`src/rtl/fpcvt_pkg.sv`:
```
`default_nettype none
// =====================================================================
// Module  : fpcvt_pkg
// Desc    : Shared widths and FSM encoding for the FPCVT scheduler.
// Revision: 1.0
// =====================================================================
package fpcvt_pkg;

    localparam int DATA_W = 12;
    localparam int EXP_W  = 3;
    localparam int FRAC_W = 4;

    typedef enum logic [1:0] {
        IDLE = 2'd0,
        CONV = 2'd1,
        RESP = 2'd2
    } state_t;

endpackage
`default_nettype wire

```
`src/rtl/fpcvt.sv`:
```
`default_nettype none
// =====================================================================
// Module  : fpcvt
// Desc    : 12-bit two's complement to 8-bit float (S, E[2:0], F[3:0]).
// Revision: 1.0
// =====================================================================
module fpcvt
    import fpcvt_pkg::*;
(
    input  logic [DATA_W-1:0] d,
    output logic              s,
    output logic [EXP_W-1:0]  e,
    output logic [FRAC_W-1:0] f
);

    logic [DATA_W-1:0] w_mag;
    logic [EXP_W-1:0]  w_shift;
    logic [DATA_W-1:0] w_shifted;
    logic              w_round;
    logic [FRAC_W:0]   w_sum;

    always_comb begin
        w_mag   = d[DATA_W-1] ? (~d + 1'b1) : d;
        w_shift = '0;
        // Highest set bit above the 4-bit window sets the exponent.
        for (int i = FRAC_W; i < DATA_W - 1; i++) begin
            if (w_mag[i]) begin
                w_shift = EXP_W'(i - FRAC_W + 1);
            end
        end
        w_shifted = w_mag >> w_shift;
        w_round   = (w_shift != '0) ? w_mag[w_shift - 1'b1] : 1'b0;
        w_sum     = {1'b0, w_shifted[FRAC_W-1:0]} + {{FRAC_W{1'b0}}, w_round};

        s = d[DATA_W-1];
        e = w_shift;
        f = w_sum[FRAC_W-1:0];
        if (w_mag[DATA_W-1]) begin
            e = '1;
            f = '1;
        end else if (w_sum[FRAC_W]) begin
            if (w_shift == '1) begin
                e = '1;
                f = '1;
            end else begin
                e = w_shift + 1'b1;
                f = w_sum[FRAC_W:1];
            end
        end
    end

endmodule
`default_nettype wire

```
`src/rtl/fpcvt_scheduler_rr_arbiter.sv`:
```
`default_nettype none
// =====================================================================
// Module  : rr_arbiter
// Desc    : Round-robin grant search starting at ptr, wrapping around.
// Revision: 1.0
// =====================================================================
module rr_arbiter #(
    parameter int NUM_REQ = 4,
    parameter int TAG_W   = 2
) (
    input  logic [NUM_REQ-1:0] req,
    input  logic [TAG_W-1:0]   ptr,
    input  logic               enable,
    output logic [NUM_REQ-1:0] grant,
    output logic [TAG_W-1:0]   grant_idx
);

    int               w_idx;
    logic [TAG_W-1:0] w_sel;

    always_comb begin
        grant     = '0;
        grant_idx = '0;
        w_idx     = 0;
        w_sel     = '0;
        // Walk from the farthest candidate back to ptr so the nearest one wins.
        for (int k = NUM_REQ - 1; k >= 0; k--) begin
            w_idx = int'(ptr) + k;
            if (w_idx >= NUM_REQ) begin
                w_idx = w_idx - NUM_REQ;
            end
            w_sel = TAG_W'(w_idx);
            if (enable && req[w_sel]) begin
                grant        = '0;
                grant[w_sel] = 1'b1;
                grant_idx    = w_sel;
            end
        end
    end

endmodule
`default_nettype wire

```
`src/rtl/fpcvt_scheduler.sv`:
```
`default_nettype none
// =====================================================================
// Module  : fpcvt_scheduler
// Desc    : Round-robin sharing of one FPCVT among NUM_REQ requesters.
// Revision: 1.0
// =====================================================================
module fpcvt_scheduler
    import fpcvt_pkg::*;
#(
    parameter int NUM_REQ = 4,
    parameter int TAG_W   = 2,
    parameter int CNT_W   = 16
) (
    input  logic                      clk,
    input  logic                      rst_n,
    input  logic [NUM_REQ-1:0]        req_valid,
    output logic [NUM_REQ-1:0]        req_ready,
    input  logic [DATA_W*NUM_REQ-1:0] req_data,
    output logic                      out_valid,
    input  logic                      out_ready,
    output logic [TAG_W-1:0]          out_tag,
    output logic                      out_s,
    output logic [EXP_W-1:0]          out_e,
    output logic [FRAC_W-1:0]         out_f,
    output logic                      busy,
    output logic [CNT_W-1:0]          conv_count
);

    state_t              r_state;
    state_t              w_next_state;
    logic [TAG_W-1:0]    r_ptr;
    logic [TAG_W-1:0]    tag_reg;
    logic [DATA_W-1:0]   d_reg;
    logic [NUM_REQ-1:0]  w_grant;
    logic [TAG_W-1:0]    w_grant_idx;
    logic                w_idle;
    logic                w_accept;
    logic                w_out_hs;
    logic                w_cvt_s;
    logic [EXP_W-1:0]    w_cvt_e;
    logic [FRAC_W-1:0]   w_cvt_f;

    assign w_idle    = (r_state == IDLE);
    assign req_ready = w_grant;
    assign w_accept  = |(req_valid & w_grant);
    assign w_out_hs  = (r_state == RESP) & out_valid & out_ready;
    assign busy      = ~w_idle;

    rr_arbiter #(
        .NUM_REQ (NUM_REQ),
        .TAG_W   (TAG_W)
    ) u_arb (
        .req       (req_valid),
        .ptr       (r_ptr),
        .enable    (w_idle),
        .grant     (w_grant),
        .grant_idx (w_grant_idx)
    );

    fpcvt u_cvt (
        .d (d_reg),
        .s (w_cvt_s),
        .e (w_cvt_e),
        .f (w_cvt_f)
    );

    always_ff @(posedge clk or negedge rst_n) begin
        if (!rst_n) begin
            r_state <= IDLE;
        end else begin
            r_state <= w_next_state;
        end
    end

    always_comb begin
        w_next_state = r_state;
        case (r_state)
            IDLE:    if (w_accept) w_next_state = CONV;
            CONV:    w_next_state = RESP;
            RESP:    if (w_out_hs) w_next_state = IDLE;
            default: w_next_state = IDLE;
        endcase
    end

    always_ff @(posedge clk or negedge rst_n) begin
        if (!rst_n) begin
            r_ptr      <= '0;
            d_reg      <= '0;
            tag_reg    <= '0;
            out_valid  <= 1'b0;
            out_tag    <= '0;
            out_s      <= 1'b0;
            out_e      <= '0;
            out_f      <= '0;
            conv_count <= '0;
        end else begin
            if (w_accept) begin
                d_reg   <= req_data[w_grant_idx*DATA_W +: DATA_W];
                tag_reg <= w_grant_idx;
                r_ptr   <= (w_grant_idx == TAG_W'(NUM_REQ - 1)) ? '0 : w_grant_idx + 1'b1;
            end
            if (r_state == CONV) begin
                out_s     <= w_cvt_s;
                out_e     <= w_cvt_e;
                out_f     <= w_cvt_f;
                out_tag   <= tag_reg;
                out_valid <= 1'b1;
            end
            // Fields stay put after the handshake; only valid drops.
            if (w_out_hs) begin
                out_valid  <= 1'b0;
                conv_count <= conv_count + 1'b1;
            end
        end
    end

endmodule
`default_nettype wire

```
`config.mk`:
```
export PLATFORM = sky130hd
export DESIGN_NAME = fpcvt_scheduler
export DESIGN_NICKNAME = d
export VERILOG_FILES = /design/src/rtl/fpcvt_pkg.sv /design/src/rtl/fpcvt.sv /design/src/rtl/fpcvt_scheduler_rr_arbiter.sv /design/src/rtl/fpcvt_scheduler.sv
export SDC_FILE = /design/constraint.sdc
export NUM_CORES = 1
export LEC_CHECK = 0
export CAP_MARGIN = 20
export CORE_UTILIZATION = 50
export CTS_CLUSTER_SIZE = 40
export DETAILED_ROUTE_END_ITERATION = 16
export PLACE_DENSITY = 0.78
export SYNTH_ARGS = -nofsm -noshare
export SYNTH_HDL_FRONTEND = slang
export SYNTH_SLANG_ARGS = --single-unit
```
`constraint.sdc`:
```
create_clock -name clk -period 10.1 [get_ports clk]
set_clock_uncertainty 0.1 [all_clocks]
set_input_delay 1.01 -clock clk [delete_from_list [all_inputs] [get_ports clk]]
set_output_delay 1.01 -clock clk [all_outputs]
set_load 0.02 [all_outputs]
```
==> results of run 1 <==
-- layout by cell type, fill, tap and decap left out, drive strengths merged, types with 3 or more instances in the layout --
| cell type | count |
|---|---|
| clkdlybuf4s50 | 85 |
| dfrtp | 45 |
| mux2i | 39 |
| nor2 | 36 |
| nand2 | 26 |
| mux2 | 21 |
| ha | 16 |
| o21ai | 15 |
| xnor2 | 15 |
| inv | 14 |
| a21oi | 13 |
| nand3 | 10 |
| nor3 | 10 |
| xor2 | 7 |
| a31oi | 6 |
| o211ai | 6 |
| nand4 | 6 |
| a221oi | 6 |
| or2 | 5 |
| nor2b | 5 |
| nor3b | 5 |
| clkbuf | 5 |
| buf | 5 |
| a222oi | 4 |
| nor4 | 4 |
| or4 | 4 |
| mux4 | 3 |
| o21a | 3 |
| a211o | 3 |
| or3 | 3 |
| o311ai | 3 |
| o211a | 3 |
-- stage by stage --
step,cell area [sq um],hold slack [ns],power (mW)
after floorplan,3760,0.333,1.34
after global placement,4680,0.359,1.63
after detailed placement,4680,0.363,1.66
after CTS,4770,0.374,1.78
after global routing,4800,0.396,1.94
final,4800,0.374,1.80
-- cell families (layout without fill, tap and decap cells) --
family	count (synthesis)	count (layout)	synth area share
mux	63	63	0.185
simple gates	125	125	0.176
compound gates	90	90	0.196
buf+inv	35	111	0.0390
fa+ha+maj	16	16	0.0533
flops	45	45	0.300
xor+xnor	22	22	0.0513
-- metal layers --
| layer | part of all wire | GRT usage | vias up |
|---|---|---|---|
| met5 | 0 | 0 | - |
| met4 | 0.016 | 0.0587 | 0 |
| met3 | 0.034 | 0.0261 | 18 |
| met2 | 0.51 | 0.434 | 96 |
| met1 | 0.44 | 0.327 | 1644 |
| li1 | - | - | 1649 |
-- worst max-delay path: stages --
cell and delay, ns:
clkdlybuf4s50_1 0.59, mux4_2 0.53, nor4_1 0.61, a222oi_1 0.21, a21oi_1 0.26, clkdlybuf4s50_1 0.64
-- Yosys cell counts, drive strengths merged, types with 3 or more instances --
library cell,count,area [sq um]
o211ai,6,45.0
nand2,26,97.6
buf,6,37.5
nor2,36,135
nand3,10,50.1
nor3,10,55.1
ha,16,200
a211o,3,26.3
inv,13,48.8
nor4,4,40.0
o21ai,15,75.1
o21a,3,22.5
dfrtp,45,1130
nand4,6,52.6
or3,3,18.8
or4,4,33.8
a222oi,4,40.0
mux2i,39,390
o311ai,3,68.8
o211a,3,37.5
clkbuf,16,60.1
mux4,3,67.6
mux2,21,236
a31oi,6,37.5
nor2b,5,31.3
a221oi,6,58.8
or2,5,31.3
xnor2,15,131
nor3b,5,37.5
a21oi,13,65.1
xor2,7,61.3
-- power groups by stage --
stage	Clock, mW	Combinational [mW]	Sequential, mW
floorplan	0	1.00	0.331
global placement	0	1.29	0.342
detailed placement	0	1.32	0.344
CTS	0.115	1.32	0.341
global route	0.122	1.47	0.356
finish	0.114	1.35	0.342
-- how the worst max path moves through the flow --
stage | cells after the start | end | start | slack, ns
floorplan | 16 | out_f[3]$_DFFE_PN0P_ | d_reg[2]$_DFFE_PN0P_ | 5.82
global placement | 6 | req_ready[2] | req_valid[3] | 5.37
detailed placement | 6 | req_ready[0] | req_valid[3] | 5.17
CTS | 6 | req_ready[0] | req_valid[3] | 5.19
global route | 6 | req_ready[0] | req_valid[2] | 4.98
finish | 6 | req_ready[0] | req_valid[3] | 5.14
-- cell type report --
| class | count | area share |
|---|---|---|
| clock buffers | 5 | 0.0143 |
| clock inverters | 3 | 0.00443 |
| inverters | 13 | 0.0102 |
| multi-input cells | 316 | 0.522 |
| flip-flops and latches | 45 | 0.234 |
| well taps | 99 | 0.0258 |
| repair buffers | 90 | 0.189 |
==> metrics.txt, run 1 <==
outcome=complete, no violations; GP Congestion=0.910; Post-DP HPWL=7110 microns; Via Count=3407; synth warn=0; Die Area=7870 sq um; Inst Count DP=561; WL final=9170 microns; Hold Crit Depth=2; post_cts resized=0; Reg2Reg Setup Slack=5.42 ns; core footprint=7250 sq um; # diodes=0; Synth cell types=71; largest net degree at the start of global routing=46; vias in the first global route=3317; critical path data arrival time=3.85 ns; relative max-transition margin=0.317; NetSw=0.899 mW; share of post-route cells with drive strength above 1=0.117; worst-path fanout max=11; sw frac=0.499; final worst slack=5.14 ns; CP required=8.99 ns; # Max-Cap Violations=0; Layout Utilization=0.662; post-synthesis sequential area ratio=0.300; Synth Flop Type=dfrtp_1; Worst setup EP type=output pin; RSZ-0062 raised after global routing=false; Synth Register Bits=45; Die Y=88.7 microns; CTS Sinks=45; htree depth=2; clock transition at the registers of the reported paths=0.09 ns; fmax=202 MHz; Setup WS pre-CTS=5.17 ns; Pleak=1.90 nW; first-pass GRT wire length=15400 microns; Worst Tran Pin Value=1.02 ns; Hold Path Origin=tag_reg[1]$_DFFE_PN0P_; worst min-delay path endpoint=out_tag[1]$_DFFE_PN0P_; Vias/cell=5.97; Post-Syn Area per Cell=9.49 sq um; Pwr Density=375 nW/um^2; P_int=0.902 mW; Max IR drop VDD=178 uV; iteration-0 DRC count of the detailed router=200; row cnt=31; Async SR Flop Fraction=1.00; Worst R2R Start=d_reg[0]$_DFFE_PN0P_; Final setup viols=0; Reg-to-Reg End=out_f[3]$_DFFE_PN0P_; number of synthesized flops with an enable pin=0; sequential group share of total power=0.190; Clock Path Buffers=2; final non-filler cell total=571; initial antenna violation count=0; syn_nets=467; number of flip-flops in the largest register=16; crit share post-route=0.491; post-layout min period=4.96 ns; Area Growth Syn to Fin=27.8%; Nets=542; Reg area=1130 sq um; TritonCTS clock tree=built; grt total ovfl=0; # fillers=614; routed len/inst=16.1 microns; Combinational Power Share=0.747; Setup Crit Path Kind=in -> out; Fin. Hold Viols=0; clock power share=0.063; CTS Root Cell=clkbuf_8; setup total negative slack=0 ns; Post-CTS Hold Fix Bufs=0; Port Buffer Count=86; min-delay worst type=reg -> reg; synthesized area=3760 sq um; CTS buffer count=5; Clock Latency Late Sink=0.30 ns; Max Slew Vio Count=0; Syn Inst Count=396; Die Span X=88.7 microns; First-pass DRT Iterations=5; remaining routing DRC violations=0; Starting Density=0.518; Post-CTS Setup Repair Bufs=0; area of the multi-input gates=2510 sq um; GR Util All Layers=0.247; R2R depth=17; CP Launch Type=input pin; ANT nets after route=0; Ports=87
Note: power is estimated with default switching activity, not from simulation.
==> run 2: changes to the inputs <==
Clock period 10.1 ns to 4.8 ns, I/O delays scaled along.
==> run 2 against run 1 <==
Global-route usage grew 0.099 points. Largest cell class unchanged. Critical path type is now reg -> reg. Critical endpoint is now out_f[3]$_DFFE_PN0P_. Highest routed layer unchanged. Sequential share of layout area shrank 0.37 points. Die area is the same.
==> metrics.txt, run 2 (same netlist as run 1, synthesis figures left out) <==
min-delay worst type=reg -> reg; clock transition at the registers of the reported paths=0.09 ns; relative max-transition margin=0.313; GP Congestion=0.909; Starting Density=0.518; TritonCTS clock tree=built; most frequent cells in the layout=85 x clkdlybuf4s50_1, 45 x dfrtp_1, 39 x mux2i_1; Critical Path Start=d_reg[2]$_DFFE_PN0P_; Final setup viols=0; CTS Sinks=45; CTS Root Cell=clkbuf_8; post-layout min period=4.61 ns; Max Slew Vio Count=0; Die Area=7870 sq um; Ports=87; crit share post-route=0.960; core footprint=7250 sq um; routed len/inst=16.3 microns; Nets=551; critical path data arrival time=4.71 ns; outcome=complete, no violations; # fillers=607; Port Buffer Count=86; vias in the first global route=3227; # diodes=0; WL final=9450 microns; Worst setup EP type=flip-flop; share of post-route cells with drive strength above 1=0.133; Max IR drop VDD=379 uV; number of flip-flops in the largest register=16; first-pass GRT wire length=15300 microns; Reg2Reg Setup Slack=0.19 ns; CP required=4.90 ns; Worst Tran Pin Value=1.03 ns; Die Span X=88.7 microns; fmax=217 MHz; Area after DPL=4710 sq um; grt total ovfl=0; Die Y=88.7 microns; First-pass DRT Iterations=6; Pleak=1.94 nW; commonest non-fill, non-tap cell in the layout=clkdlybuf4s50_1; setup total negative slack=0 ns; Via Count=3460; Setup Crit Path Kind=reg -> reg; Pwr Density=802 nW/um^2; Clock Path Buffers=2; Worst R2R Start=d_reg[2]$_DFFE_PN0P_; remaining routing DRC violations=0; GR Util All Layers=0.248; largest net degree at the start of global routing=46; Clock Latency Late Sink=0.30 ns; CP Launch Type=flip-flop; design area=4880 sq um; Power, Total=3.91 mW; CTS buffer count=5; Hold Path Origin=tag_reg[0]$_DFFE_PN0P_; initial antenna violation count=0; Layout Utilization=0.673; Post-DP HPWL=7160 microns; Fin. Hold Viols=0; Area Growth Syn to Fin=29.8%; ANT nets after route=0; worst-path fanout max=11; htree depth=2; # Max-Cap Violations=0; iteration-0 DRC count of the detailed router=234; row cnt=31; Vias/cell=5.97
run 2: cell types whose count changed in the layout (fill, tap and decap cells not counted), sizes merged:
cell         previous run  this run
buf                     5        13
dlygate4sd3             0         1
run 2: worst paths after layout:
kind / to / cells after the start
max in group asynchronous: r_ptr[1]$_DFFE_PN0P_ / 3
setup reg to reg: out_f[3]$_DFFE_PN0P_ / 14
hold / removal: out_tag[0]$_DFFE_PN0P_ / 2
min in group asynchronous: out_e[0]$_DFFE_PN0P_ / 2
setup / recovery: out_f[3]$_DFFE_PN0P_ / 14
hold reg to reg: out_tag[0]$_DFFE_PN0P_ / 2
run 2: per-layer routing:
layer	vias up	routed length, microns	track usage	part of all wire
met5	-	0	0	0
met4	0	231	0.0718	0.024
met3	23	544	0.0410	0.058
met2	132	4720	0.409	0.50
met1	1637	3950	0.336	0.42
li1	1668	-	-	-
run 2: stage by stage:
| stage | hold slack, ns | instances | setup WS [ns] |
|---|---|---|---|
| floorplan | 0.0844 | 396 | 0.516 |
| global placement | 0.357 | 566 | 0.360 |
| detailed placement | 0.356 | 566 | 0.237 |
| CTS | 0.277 | 574 | 0.242 |
| global route | 0.397 | 580 | -0.0645 |
| finish | 0.373 | 580 | 0.193 |
run 2: report_power, final:
group          leakage (nW)  switching (mW)  total, mW  internal [mW]
Combinational          1.35            1.62       2.97           1.35
Clock                0.0447           0.140      0.245          0.105
Sequential            0.551           0.173      0.692          0.519
Total                  1.94            1.93       3.91           1.98
run 2: area by class of cell:
class	count	area, sq um	share of cell area
sequential	45	1130	0.231
clock inverter	3	25.0	0.00513
timing repair buffer	99	976	0.200
multi-input combinational	316	2510	0.514
clock buffer	5	68.8	0.0141
tap	99	124	0.0254
inverter	13	48.8	0.0100
run 2: timing repair:
| item | 4_1_cts | 5_1_grt |
|---|---|---|
| endpoints found under the setup margin | 0 | 1 |
| buffers inserted | 0 | 3 |
| hold buffers | 0 | 1 |
| gates resized for setup | 0 | 1 |
| endpoints found under the hold margin | 0 | 4 |
run 2: critical path, cell delays in order, from the launching register on:
cell and delay [ns]:
dfrtp_1 0.49, nor4_4 0.54, a31oi_1 0.22, xor2_1 0.75, or3_1 0.43, mux2i_1 0.22
mux2_2 0.16, mux2i_1 0.06, a221o_1 0.28, ha_1 0.20, ha_1 0.25, nor2_1 0.16
nand2_1 0.06, or4_1 0.40, and3_1 0.18
==> run 3: changes to the inputs <==
Settings changed: CAP_MARGIN 20 to 10, CORE_ASPECT_RATIO set to 1.4, SETUP_SLACK_MARGIN set to 0.05.
==> run 3 against run 2 <==
Setup slack better by 0.065 ns. Hold slack worse by 0.14 ns. Combinational power barely moved. Non-clock buffer count is 3 lower. Critical path type unchanged. Critical path depth grew 1. Flip-flop and latch count unchanged. Utilization is 1.2 points lower. Largest power group unchanged. Critical endpoint unchanged.
==> metrics.txt, run 3 (same netlist as run 1, synthesis figures left out) <==
TritonCTS clock tree=built; Setup WS pre-CTS=0.184 ns; WL final=10000 microns; GP Congestion=0.958; iteration-0 DRC count of the detailed router=271; routed len/inst=17.5 microns; htree depth=2; number of flip-flops in the largest register=16; Pleak=1.92 nW; min-delay worst type=in -> async; worst path cell trace=or4_4, o311ai_4, nand4_4, o311ai_4, inv_1, ha_1, mux4_2, nand3_1, nand3_1, ha_1, ha_1, nor2_1, nand2_1, or4_1, and3_1; Crit path max-delay family=simple AND/OR/NAND/NOR gates; Die Y=105 microns; Nets=548; CP required=4.90 ns; Area after DPL=4710 sq um; worst-path fanout max=8; Via Count=3560; outcome=complete, no violations; Buf/Inv on CP=1; CTS Sinks=45; Clock Path Buffers=2; RSZ-0062 raised after global routing=false; core footprint=7310 sq um; # fillers=623; setup total negative slack=0 ns; First-pass DRT Iterations=6; Die Area=7870 sq um; largest net degree at the start of global routing=46; fmax=220 MHz; Max IR drop VDD=546 uV; Clock Latency Late Sink=0.31 ns; ANT nets after route=0; Die Span X=75.3 microns; grt total ovfl=0; vias in the first global route=3479; Layout Utilization=0.661; # Max-Cap Violations=0; CTS buffer count=5; relative max-transition margin=0.318; CP max-delay cell=or4_4; Worst setup EP type=flip-flop; critical path data arrival time=4.65 ns; GR Util All Layers=0.264; crit share post-route=0.946; Pwr Density=810 nW/um^2; Vias/cell=6.19; post-layout min period=4.54 ns; clock transition at the registers of the reported paths=0.09 ns; Port Buffer Count=86; share of post-route cells with drive strength above 1=0.132; remaining routing DRC violations=0; cell repeated most along the worst path=ha_1; initial antenna violation count=0; Final setup viols=0; Fin. Hold Viols=0; Post-DP HPWL=7610 microns; design area=4830 sq um; Max Slew Vio Count=0; CP Launch Type=flip-flop; most frequent cells in the layout=85 x clkdlybuf4s50_1, 45 x dfrtp_1, 39 x mux2i_1; final worst slack=0.258 ns; # diodes=0; commonest non-fill, non-tap cell in the layout=clkdlybuf4s50_1; Power, Total=3.92 mW; row cnt=37; Ports=87; Starting Density=0.514; CTS Root Cell=clkbuf_8; Area Growth Syn to Fin=28.6%; Worst Tran Pin Value=1.02 ns; first-pass GRT wire length=16100 microns; Post-CTS Hold Fix Bufs=0; Max stage delay on crit path=0.59 ns; Setup Crit Path Kind=reg -> reg
-- run 3: cell types whose count changed in the layout (fill, tap and decap cells not counted) --
| cell | delta |
|---|---|
| nor2_1 | -1 |
| nor2_2 | +1 |
| dlygate4sd3_1 | -1 |
| buf_8 | -1 |
| buf_12 | -1 |
-- run 3: layout make-up --
class                           count  area [sq um]  area share
Multi-Input combinational cell    316          2510       0.520
Sequential cell                    45          1130       0.233
Timing Repair Buffer               96           931       0.193
Tap cell                           97           121      0.0251
Clock buffer                        5          68.8      0.0142
Inverter                           13          48.8      0.0101
Clock inverter                      3          25.0     0.00518
-- run 3: report_power, final --
| part | switching [mW] | internal, mW | total (mW) | leakage, nW |
|---|---|---|---|---|
| clock | 0.145 | 0.105 | 0.250 | 0.0447 |
| sequential | 0.196 | 0.519 | 0.715 | 0.551 |
| combinational | 1.62 | 1.33 | 2.95 | 1.33 |
-- run 3: path summary, 6_finish.rpt --
path	slack, ns	to	startpoint	depth (start not counted)
setup / recovery	0.26	out_f[3]$_DFFE_PN0P_	d_reg[3]$_DFFE_PN0P_	15
hold / removal	0.23	out_f[0]$_DFFE_PN0P_	rst_n	1
setup reg to reg	0.26	out_f[3]$_DFFE_PN0P_	d_reg[3]$_DFFE_PN0P_	15
hold reg to reg	0.37	conv_count[15]$_DFFE_PN0P_	conv_count[15]$_DFFE_PN0P_	1
max in group asynchronous	3.76	d_reg[3]$_DFFE_PN0P_	rst_n	1
min in group clk	0.37	conv_count[15]$_DFFE_PN0P_	conv_count[15]$_DFFE_PN0P_	1
-- run 3: what timing repair did --
| action | 4_1_cts | 5_1_grt |
|---|---|---|
| hold endpoints to repair | 0 | 0 |
| setup endpoints to repair | 0 | 6 |
| resized for setup | 0 | 2 |
| setup buffers | 0 | 3 |
-- run 3: per-layer routing --
metal,wire [microns],up-vias,GRT usage
met5,0,-,0
met4,381,0,0.122
met3,701,35,0.0579
met2,5050,163,0.461
met1,3910,1711,0.295
li1,-,1651,-
-- run 3: through the flow --
stage | std cells | hold slack, ns
2_1_floorplan | 396 | 0.0844
3_3_place_gp | 564 | 0.357
3_5_place_dp | 564 | 0.362
4_1_cts | 572 | 0.256
5_1_grt | 575 | 0.320
6_report | 575 | 0.229
